===== src/rtl/button_pkg.sv =====
// Shared constants and channel state type for the pushbutton conditioner.
// Build option: BTN_AUTOREPEAT_EN enables the hold counters and auto-repeat.
package button_pkg;

  localparam int NUM_PB = 4;
  localparam int DB_W   = 8;
  localparam int HOLD_W = 16;

  typedef enum logic [1:0] {
    IDLE       = 2'd0,
    PRESS_WAIT = 2'd1,
    HELD       = 2'd2,
    REL_WAIT   = 2'd3
  } ch_state_e;

endpackage


===== src/rtl/btn_channel.sv =====
// One debounced button: press/release FSM plus optional hold/repeat counter.
// Build option: BTN_AUTOREPEAT_EN builds the hold counter and repeat pulses.
module btn_channel
  import button_pkg::*;
#(
  parameter int DEBOUNCE_TICKS     = 10,
  parameter int REPEAT_DELAY_TICKS = 500,
  parameter int REPEAT_RATE_TICKS  = 150
) (
  input  logic clk_i,
  input  logic rst_i,
  input  logic tick_i,
  input  logic sync_i,
  output logic level_o,
  output logic press_o,
  output logic release_o,
  output logic repeat_o
);

  localparam logic [DB_W-1:0] DB_MAX = DB_W'(DEBOUNCE_TICKS);

  ch_state_e       state_q, state_d;
  logic [DB_W-1:0] cnt_q, cnt_d;
  logic [DB_W-1:0] cnt_inc;
  logic            settle;
  logic            level_q, level_d;
  logic            press_q, press_d;
  logic            rel_q, rel_d;

  // A run of disagreeing ticks starts at 1 from a stable state.
  assign cnt_inc = (state_q == IDLE || state_q == HELD) ?
                   DB_W'(1) : cnt_q + DB_W'(1);
  assign settle  = (cnt_inc == DB_MAX);

  always_comb begin
    state_d = state_q;
    cnt_d   = cnt_q;
    level_d = level_q;
    press_d = 1'b0;
    rel_d   = 1'b0;
    if (tick_i) begin
      unique case (state_q)
        IDLE, PRESS_WAIT: begin
          if (!sync_i) begin
            state_d = IDLE;
            cnt_d   = '0;
          end else if (settle) begin
            state_d = HELD;
            cnt_d   = '0;
            level_d = 1'b1;
            press_d = 1'b1;
          end else begin
            state_d = PRESS_WAIT;
            cnt_d   = cnt_inc;
          end
        end
        HELD, REL_WAIT: begin
          if (sync_i) begin
            state_d = HELD;
            cnt_d   = '0;
          end else if (settle) begin
            state_d = IDLE;
            cnt_d   = '0;
            level_d = 1'b0;
            rel_d   = 1'b1;
          end else begin
            state_d = REL_WAIT;
            cnt_d   = cnt_inc;
          end
        end
        default: begin
          state_d = IDLE;
          cnt_d   = '0;
        end
      endcase
    end
  end

  always_ff @(posedge clk_i) begin
    if (rst_i) begin
      state_q <= IDLE;
      cnt_q   <= '0;
      level_q <= 1'b0;
      press_q <= 1'b0;
      rel_q   <= 1'b0;
    end else begin
      state_q <= state_d;
      cnt_q   <= cnt_d;
      level_q <= level_d;
      press_q <= press_d;
      rel_q   <= rel_d;
    end
  end

  assign level_o   = level_q;
  assign press_o   = press_q;
  assign release_o = rel_q;

`ifdef BTN_AUTOREPEAT_EN
  localparam logic [HOLD_W-1:0] DLY  = HOLD_W'(REPEAT_DELAY_TICKS);
  localparam logic [HOLD_W-1:0] RATE = HOLD_W'(REPEAT_RATE_TICKS);

  logic [HOLD_W-1:0] hold_q, hold_d;
  logic [HOLD_W-1:0] rate_q, rate_d;
  logic              rep_q, rep_d;

  // hold_q stops at the delay; rate_q then paces the repeats.
  always_comb begin
    hold_d = hold_q;
    rate_d = rate_q;
    rep_d  = 1'b0;
    if (!level_q || !level_d) begin
      hold_d = '0;
      rate_d = '0;
    end else if (tick_i) begin
      if (hold_q != DLY) begin
        hold_d = hold_q + HOLD_W'(1);
        rep_d  = (hold_q + HOLD_W'(1) == DLY);
      end else if (rate_q + HOLD_W'(1) == RATE) begin
        rate_d = '0;
        rep_d  = 1'b1;
      end else begin
        rate_d = rate_q + HOLD_W'(1);
      end
    end
  end

  always_ff @(posedge clk_i) begin
    if (rst_i) begin
      hold_q <= '0;
      rate_q <= '0;
      rep_q  <= 1'b0;
    end else begin
      hold_q <= hold_d;
      rate_q <= rate_d;
      rep_q  <= rep_d;
    end
  end

  assign repeat_o = rep_q;
`else
  localparam int unused_repeat_cfg = REPEAT_DELAY_TICKS + REPEAT_RATE_TICKS;

  assign repeat_o = 1'b0;
`endif

endmodule


===== src/rtl/button_conditioner.sv =====
// Four-button conditioner: synchronizers, shared tick prescaler, channels.
// Build option: BTN_AUTOREPEAT_EN enables auto-repeat on pb_repeat.
module button_conditioner
  import button_pkg::*;
#(
  parameter int TICK_DIV           = 50000,
  parameter int DEBOUNCE_TICKS     = 10,
  parameter int REPEAT_DELAY_TICKS = 500,
  parameter int REPEAT_RATE_TICKS  = 150
) (
  input  logic              clk,
  input  logic              rst,
  input  logic [NUM_PB-1:0] pb_raw,
  output logic [NUM_PB-1:0] pb_level,
  output logic [NUM_PB-1:0] pb_press,
  output logic [NUM_PB-1:0] pb_release,
  output logic [NUM_PB-1:0] pb_repeat
);

  localparam int DIV_W = (TICK_DIV > 1) ? $clog2(TICK_DIV) : 1;
  localparam logic [DIV_W-1:0] DIV_LAST = DIV_W'(TICK_DIV - 1);

  logic [NUM_PB-1:0] sync1_q, sync2_q;
  logic [DIV_W-1:0]  div_q, div_d;
  logic              tick;

  assign tick  = (div_q == DIV_LAST);
  assign div_d = tick ? '0 : div_q + DIV_W'(1);

  always_ff @(posedge clk) begin
    if (rst) begin
      sync1_q <= '0;
      sync2_q <= '0;
      div_q   <= '0;
    end else begin
      sync1_q <= pb_raw;
      sync2_q <= sync1_q;
      div_q   <= div_d;
    end
  end

  for (genvar g = 0; g < NUM_PB; g++) begin : g_ch
    btn_channel #(
      .DEBOUNCE_TICKS    (DEBOUNCE_TICKS),
      .REPEAT_DELAY_TICKS(REPEAT_DELAY_TICKS),
      .REPEAT_RATE_TICKS (REPEAT_RATE_TICKS)
    ) u_ch (
      .clk_i    (clk),
      .rst_i    (rst),
      .tick_i   (tick),
      .sync_i   (sync2_q[g]),
      .level_o  (pb_level[g]),
      .press_o  (pb_press[g]),
      .release_o(pb_release[g]),
      .repeat_o (pb_repeat[g])
    );
  end

endmodule


===== config.mk =====
export PLATFORM = sky130hd
export DESIGN_NAME = button_conditioner
export DESIGN_NICKNAME = d
export VERILOG_FILES = /design/src/rtl/button_pkg.sv /design/src/rtl/btn_channel.sv /design/src/rtl/button_conditioner.sv
export SDC_FILE = /design/constraint.sdc
export NUM_CORES = 1
export LEC_CHECK = 0
export CORE_MARGIN = 8
export CORE_UTILIZATION = 56
export CTS_BUF_LIST = sky130_fd_sc_hd__clkbuf_4 sky130_fd_sc_hd__clkbuf_8
export DETAILED_ROUTE_END_ITERATION = 8
export PLACE_DENSITY = 0.79
export RECOVER_POWER = 100
export SYNTH_ARGS = -nofsm -noshare
export SYNTH_HDL_FRONTEND = slang
export SYNTH_SLANG_ARGS = --single-unit
export TNS_END_PERCENT = 20

===== constraint.sdc =====
create_clock -name clk -period 1.88 [get_ports clk]
set_clock_uncertainty 0.05 [all_clocks]
set_input_delay 0.282 -clock clk [delete_from_list [all_inputs] [get_ports clk]]
set_output_delay 0.282 -clock clk [all_outputs]
set_load 0.02 [all_outputs]

Yosys cells after proc, flatten, opt, wreduce, memory -nomap -nowiden

Cells that the tools add are included.
Widths: inputs -> output; s select.

Register bits after elaboration: 76
Bits of input ports: 6
Output and inout port bits: 16
Logic and storage cells: 167

Add/sub/neg operators: 5
Equality and inequality tests: 33
Mux-type cells: 64
Bitwise gates (word level): 13
Reduce and logical (&&, ||, !) cells: 29

Operators with widths:

| operator              | count |
|---|---|
| $mux 8                | 16 |
| $pmux 8 s2            | 4 |
| $add 8x1->8 const B   | 4 |
| $eq 8x4->1 const B    | 4 |
| $mux 2                | 16 |
| $reduce_or 4->1       | 8 |
| $mux 1                | 20 |
| $reduce_and 5->1      | 4 |
| $reduce_or 2->1       | 9 |
| $add 16x1->16 const B | 1 |
| $eq 16x16->1 const B  | 1 |
| $eq 2x2->1 const B    | 8 |
| $ne 2x1->1 const B    | 8 |
| $ne 2x2->1 const B    | 8 |
| $pmux 2 s2            | 4 |
| $not 1->1             | 13 |
| $eq 2x1->1 const B    | 4 |
| $logic_not 2->1       | 4 |
| $pmux 1 s2            | 4 |
| $logic_or 1x1->1      | 4 |

Depth between registers and ports, before layout

Depth after elaboration: 7
Depth in mapped cells: 8

By module

From an unflattened synthesis, not the netlist that was laid out.

Cell total of the unflattened synthesis: 448
Area, all modules: 3,842.4 sq um

Modules (own cells, without submodules):

| module             | instances | cells an instance | area an instance (sq um) | sequential area each (sq um) |
|---|---|---|---|---|
| btn_channel        | 4         | 88                | 728.2                    | 260.2 |
| button_conditioner | 1         | 96                | 929.6                    | 480.5 |

Least setup slack after synthesis

OpenSTA, ideal clock, no wires.

Kind: register to register
Start: register g_ch[3].u_ch.cnt_q[0]
End: register g_ch[3].u_ch.level_q
Arrival time: 1.856 ns
Data required time: 1.698 ns
Setup slack: -0.159 ns
Stages on the path, launching flop included: 8
Period minus slack after synthesis: 2.039 ns
Cells stage by stage: dfxtp_1 -> ha_1 -> nand3_2 -> o41ai_2 -> a211oi_1 -> a2111oi_4 -> mux2i_1 -> a21oi_1

Word-level cells in the longest chain between the ends: 5

Ends and longest elaborated chain:

| element                        | line              | RTL |
|---|---|---|
| from (decl)                    | btn_channel.sv:23 | `logic [DB_W-1:0] cnt_q, cnt_d;` |
| from (signal assigned)         | btn_channel.sv:88 | `cnt_q <= cnt_d;` |
| $add 8x1->8 (*)                | btn_channel.sv:32 | `DB_W'(1) : cnt_q + DB_W'(1);` |
| $mux 8 (*)                     | btn_channel.sv:31 | `assign cnt_inc = (state_q == IDLE \|\| state_q == HELD) ?` |
| $eq 8x4->1 (*)                 | btn_channel.sv:33 | `assign settle = (cnt_inc == DB_MAX);` |
| $ne 2x1->1 (no line)           | -                 |  |
| $reduce_and 5->1 (no line) (*) | -                 |  |
| to (signal assigned)           | btn_channel.sv:89 | `level_q <= level_d;` |
| to (decl)                      | btn_channel.sv:26 | `logic level_q, level_d;` |

Every way passes the cells marked *; elsewhere a longest branch is shown, timed or not.
A chain may end at the register's enable or synchronous reset.

Final worst setup path

Start: register g_ch[3].u_ch.cnt_q[1]
End: register g_ch[3].u_ch.state_q[1]

Word-level cells in the longest chain between the ends: 6

Ends and longest elaborated chain:

| element                   | line                                 | RTL |
|---|---|---|
| $add 8x1->8 (*)           | btn_channel.sv:32                    |  |
| $mux 8 (*)                | btn_channel.sv:31                    |  |
| $eq 8x4->1 (*)            | btn_channel.sv:33                    |  |
| $mux 2 (on tied branches) | btn_channel.sv:61, btn_channel.sv:47 |  |
| $mux 2 (on tied branches) | btn_channel.sv:58, btn_channel.sv:44 |  |
| $pmux 2 s2 (*)            | btn_channel.sv:42                    | `unique case (state_q)` |
| to (signal assigned)      | btn_channel.sv:87                    | `state_q <= state_d;` |
| to (decl)                 | btn_channel.sv:22                    | `ch_state_e state_q, state_d;` |

Marked as above.

==> qor.yml <==
status:
  outcome: "finished, violations left"
  failed_checks: "setup timing"
layout:
  layout.nets: 509
  layout_commonest_cell: "dfxtp_1"
  n_antenna_cell: 0
  area_delta_synth_final_pct: 29.34
  finish.utilization: 0.7496
  final-instance-count-excl-fill: 580
  final_layout_size_suffix_gt1_frac: 0.2803
  layout.cells.most_common_list: "61 x dfxtp_1, 56 x buf_4, 48 x nand2_1, 36 x nor2_1, 22 x o21ai_0"
  n_fill_cell: 426
clock_network:
  cts.path.max_buffers: 2
  htreeDepth: 3
  cts_tree: "yes"
  cts_hold_buf: 0
  cts_sinks: 76
  clk_pin_slew_ns: 0.08
  cts_buffers: 9
  clkLatencyLatePin_ns: 0.36
  cts-root-buf: "clkbuf_8"
yosys:
  async_flop_share: 0
  yosysTopAreaCell: "dfxtp_1"
  synth_cell_types: 55
  syn_inst: 430
  synth_seq_cells: 76
  avgSynthCellArea_um2: 8.607
  netlist_area_um2: 3701
  synth.top_cells.by_area: "dfxtp_1 41%, nand2_1 5.1%, nor2_1 4.1%, xor2_1 4.0%, o21ai_0 3.8%"
  yosysSeqAreaShare: 0.4111
  netlist.area_leader.share: 0.4111
  ys.flop_type: "dfxtp_1"
  synth_edf_count: 0
  yosysWarnings: 0
floorplanning:
  initial_core_util: 0.5795
  rows: 29
  die_area_um2: 9466
  die_w_um: 97.30
  die-height_um: 97.30
  io-pin-count: 22
  core_area_um2: 6386
power:
  leakage_nw: 1.803
  powerDensity_nw_per_um2: 640.8
  power.net_switching_mw: 0.7347
  pwr-share-seq: 0.534
  switching_share: 0.2395
  p_clk_frac: 0.424
  combPwrFrac: 0.043
  irDropWorstVdd_v: 0.0007606
  internal-power_mw: 2.333
global_routing:
  first_global_vias: 3353
  overflow: 0
  antenna_found_initial: 0
  grt_max_degree: 16
  grt_pass1_wl_um: 14800
  grt_use_total: 0.1855
route:
  viasPerCell: 5.884
  firstDrtPassIters: 5
  totalWireLength_um: 9349
  drt.antenna.violating_nets: 0
  drt_iter0_drc: 177
  vias: 3413
  drc: 0
  wire_per_inst_um: 16.12
setup_path:
  cp.arrival_ns: 2.22
  ff2ff_path_depth: 7
  start_kind: "flip-flop"
  r2r_end: "g_ch[3].u_ch.state_q[1]$_SDFFE_PP0N_"
  critPathKind: "reg -> reg"
  end_kind: "flip-flop"
  path_max_fanout: 5
  rr_startpoint: "g_ch[3].u_ch.cnt_q[1]$_SDFFE_PP0N_"
  required_ns: 2.08
  r2r_slack_ns: -0.13
placed_design:
  placed_cells: 554
  port_buffers: 17
  gp_congestion: 0.8504
  post-dp-hpwl_um: 5871
  post-place-ws_ns: -0.1465
hold_path:
  hold_depth: 1
  worstHoldPathType: "reg -> reg"
  min-delay-start: "sync1_q[0]$_SDFF_PP0_"
  hold_end: "sync2_q[0]$_SDFF_PP0_"
sta:
  worstMarginPinSlew_ns: 0.6411
  setup_ws_ns: -0.1329
  fin_crit_ns: 2.013
  hold_viol: 0
  fmax_ghz: 0.4968
  finalSetupViolCount: 19
  period_share: 1.071
  slew-limit-headroom: 0.5726
  final_max_slew_viol_count: 0
  rsz0062_at_grt: "true"
job:
  maxCapViolations: 0
[worst max path at each step]
stage | start | slack, ns | end | cells after the start
after floorplan | div_q[4]$_SDFF_PP0_ | -0.03 | g_ch[2].u_ch.level_o$_SDFFE_PP0P_ | 6
after global placement | g_ch[3].u_ch.cnt_q[1]$_SDFFE_PP0N_ | -0.03 | g_ch[3].u_ch.level_o$_SDFFE_PP0P_ | 7
after detailed placement | g_ch[2].u_ch.cnt_q[1]$_SDFFE_PP0N_ | -0.15 | g_ch[2].u_ch.level_o$_SDFFE_PP0P_ | 7
after CTS | div_q[11]$_SDFF_PP0_ | -0.08 | g_ch[3].u_ch.level_o$_SDFFE_PP0P_ | 6
after global routing | g_ch[3].u_ch.cnt_q[1]$_SDFFE_PP0N_ | -0.23 | g_ch[3].u_ch.state_q[1]$_SDFFE_PP0N_ | 7
final | g_ch[3].u_ch.cnt_q[1]$_SDFFE_PP0N_ | -0.13 | g_ch[3].u_ch.state_q[1]$_SDFFE_PP0N_ | 7
[kinds of logic after synthesis]
kind of cell             Yosys count  share of synthesized area
flip-flops                        76                     0.4111
AND/OR/NAND/NOR                  190                     0.2681
AO/OA/AOI/OAI                     76                     0.1447
XOR/XNOR                          31                    0.07336
other                              1                   0.001013
adder cells (fa/ha/maj)            5                    0.01690
multiplexers                       9                    0.02434
buffers and inverters             42                    0.06051
[cell usage after synthesis (2+ instances only)]
master and instances:
ha_1 5, inv_1 12, a211o_1 2, nor2_1 40, buf_4 17, xor2_1 17
dfxtp_1 76, and3_1 10, nor2b_1 15, a21oi_1 10, a32o_1 2, mux2i_1 9
o41ai_1 5, nor3b_1 5, or3_1 2, a31oi_1 3, a211oi_1 4, nor3_1 6
o31ai_1 4, o21ai_0 28, a311oi_1 3, clkbuf_1 8, nand3_1 21, nor4_1 4
and4_1 4, buf_2 2, nand2b_1 7, buf_1 2, a22o_1 4, nand4_1 16
nand2_1 50, xnor2_1 14
[sequential cells by signal, indices dropped and copies added, names as in the netlist]
signal / flops
sync2_q: 4
g_ch.u_ch.level_o: 4
g_ch.u_ch.cnt_q: 32
sync1_q: 4
g_ch.u_ch.state_q: 8
g_ch.u_ch.press_o: 4
div_q: 16
g_ch.u_ch.release_o: 4
[timing repair]
item / 4_1_cts / 5_1_grt
buffers inserted: 6 / 4
gates resized for setup: 36 / 31
pin swaps: 14 / 16
setup endpoints to repair: 38 / 58
[power groups by stage]
stage,Sequential (mW),Combinational [mW],Clock (mW)
finish,1.64,0.131,1.30
global route,1.64,0.141,1.38
CTS,1.64,0.131,1.32
detailed placement,1.68,0.129,0
global placement,1.68,0.124,0
floorplan,1.68,0.0897,0
[through the flow]
| step | hold slack, ns | total power [mW] | area (um^2) | TNS [ns] |
|---|---|---|---|---|
| 2_1_floorplan | 0.3602 | 1.768 | 3759 | -0.03110 |
| 3_3_place_gp | 0.3665 | 1.804 | 4269 | -0.04425 |
| 3_5_place_dp | 0.3745 | 1.810 | 4269 | -0.8665 |
| 4_1_cts | 0.3956 | 3.090 | 4656 | -0.3730 |
| 5_1_grt | 0.4136 | 3.166 | 4787 | -4.102 |
| 6_report | 0.3916 | 3.068 | 4787 | -1.012 |
[worst max-delay path, cell delays in order, from the launching register on]
cell	delay (ns)
dfxtp_4	0.37
ha_4	0.17
and3_4	0.19
xnor2_2	0.12
nand4_1	0.20
a2111oi_4	0.46
mux2i_1	0.28
nor2_1	0.07
[area by class of cell]
type / instances / area (um^2) / share of cell area
Tap cell: 77 / 96.34 / 0.02013
Inverter: 13 / 48.80 / 0.01019
Clock buffer: 10 / 137.6 / 0.02875
Multi-Input combinational cell: 315 / 2212 / 0.4621
Timing Repair Buffer: 83 / 668.1 / 0.1396
Clock inverter: 6 / 71.32 / 0.01490
Sequential cell: 76 / 1553 / 0.3244
[per-layer routing]
layer,wire length (um),global-route usage
met4,165,0.07576
met5,0,0
met2,4769,0.3286
met3,499,0.06117
met1,3915,0.1973
Power figures use the tool's default switching activity.
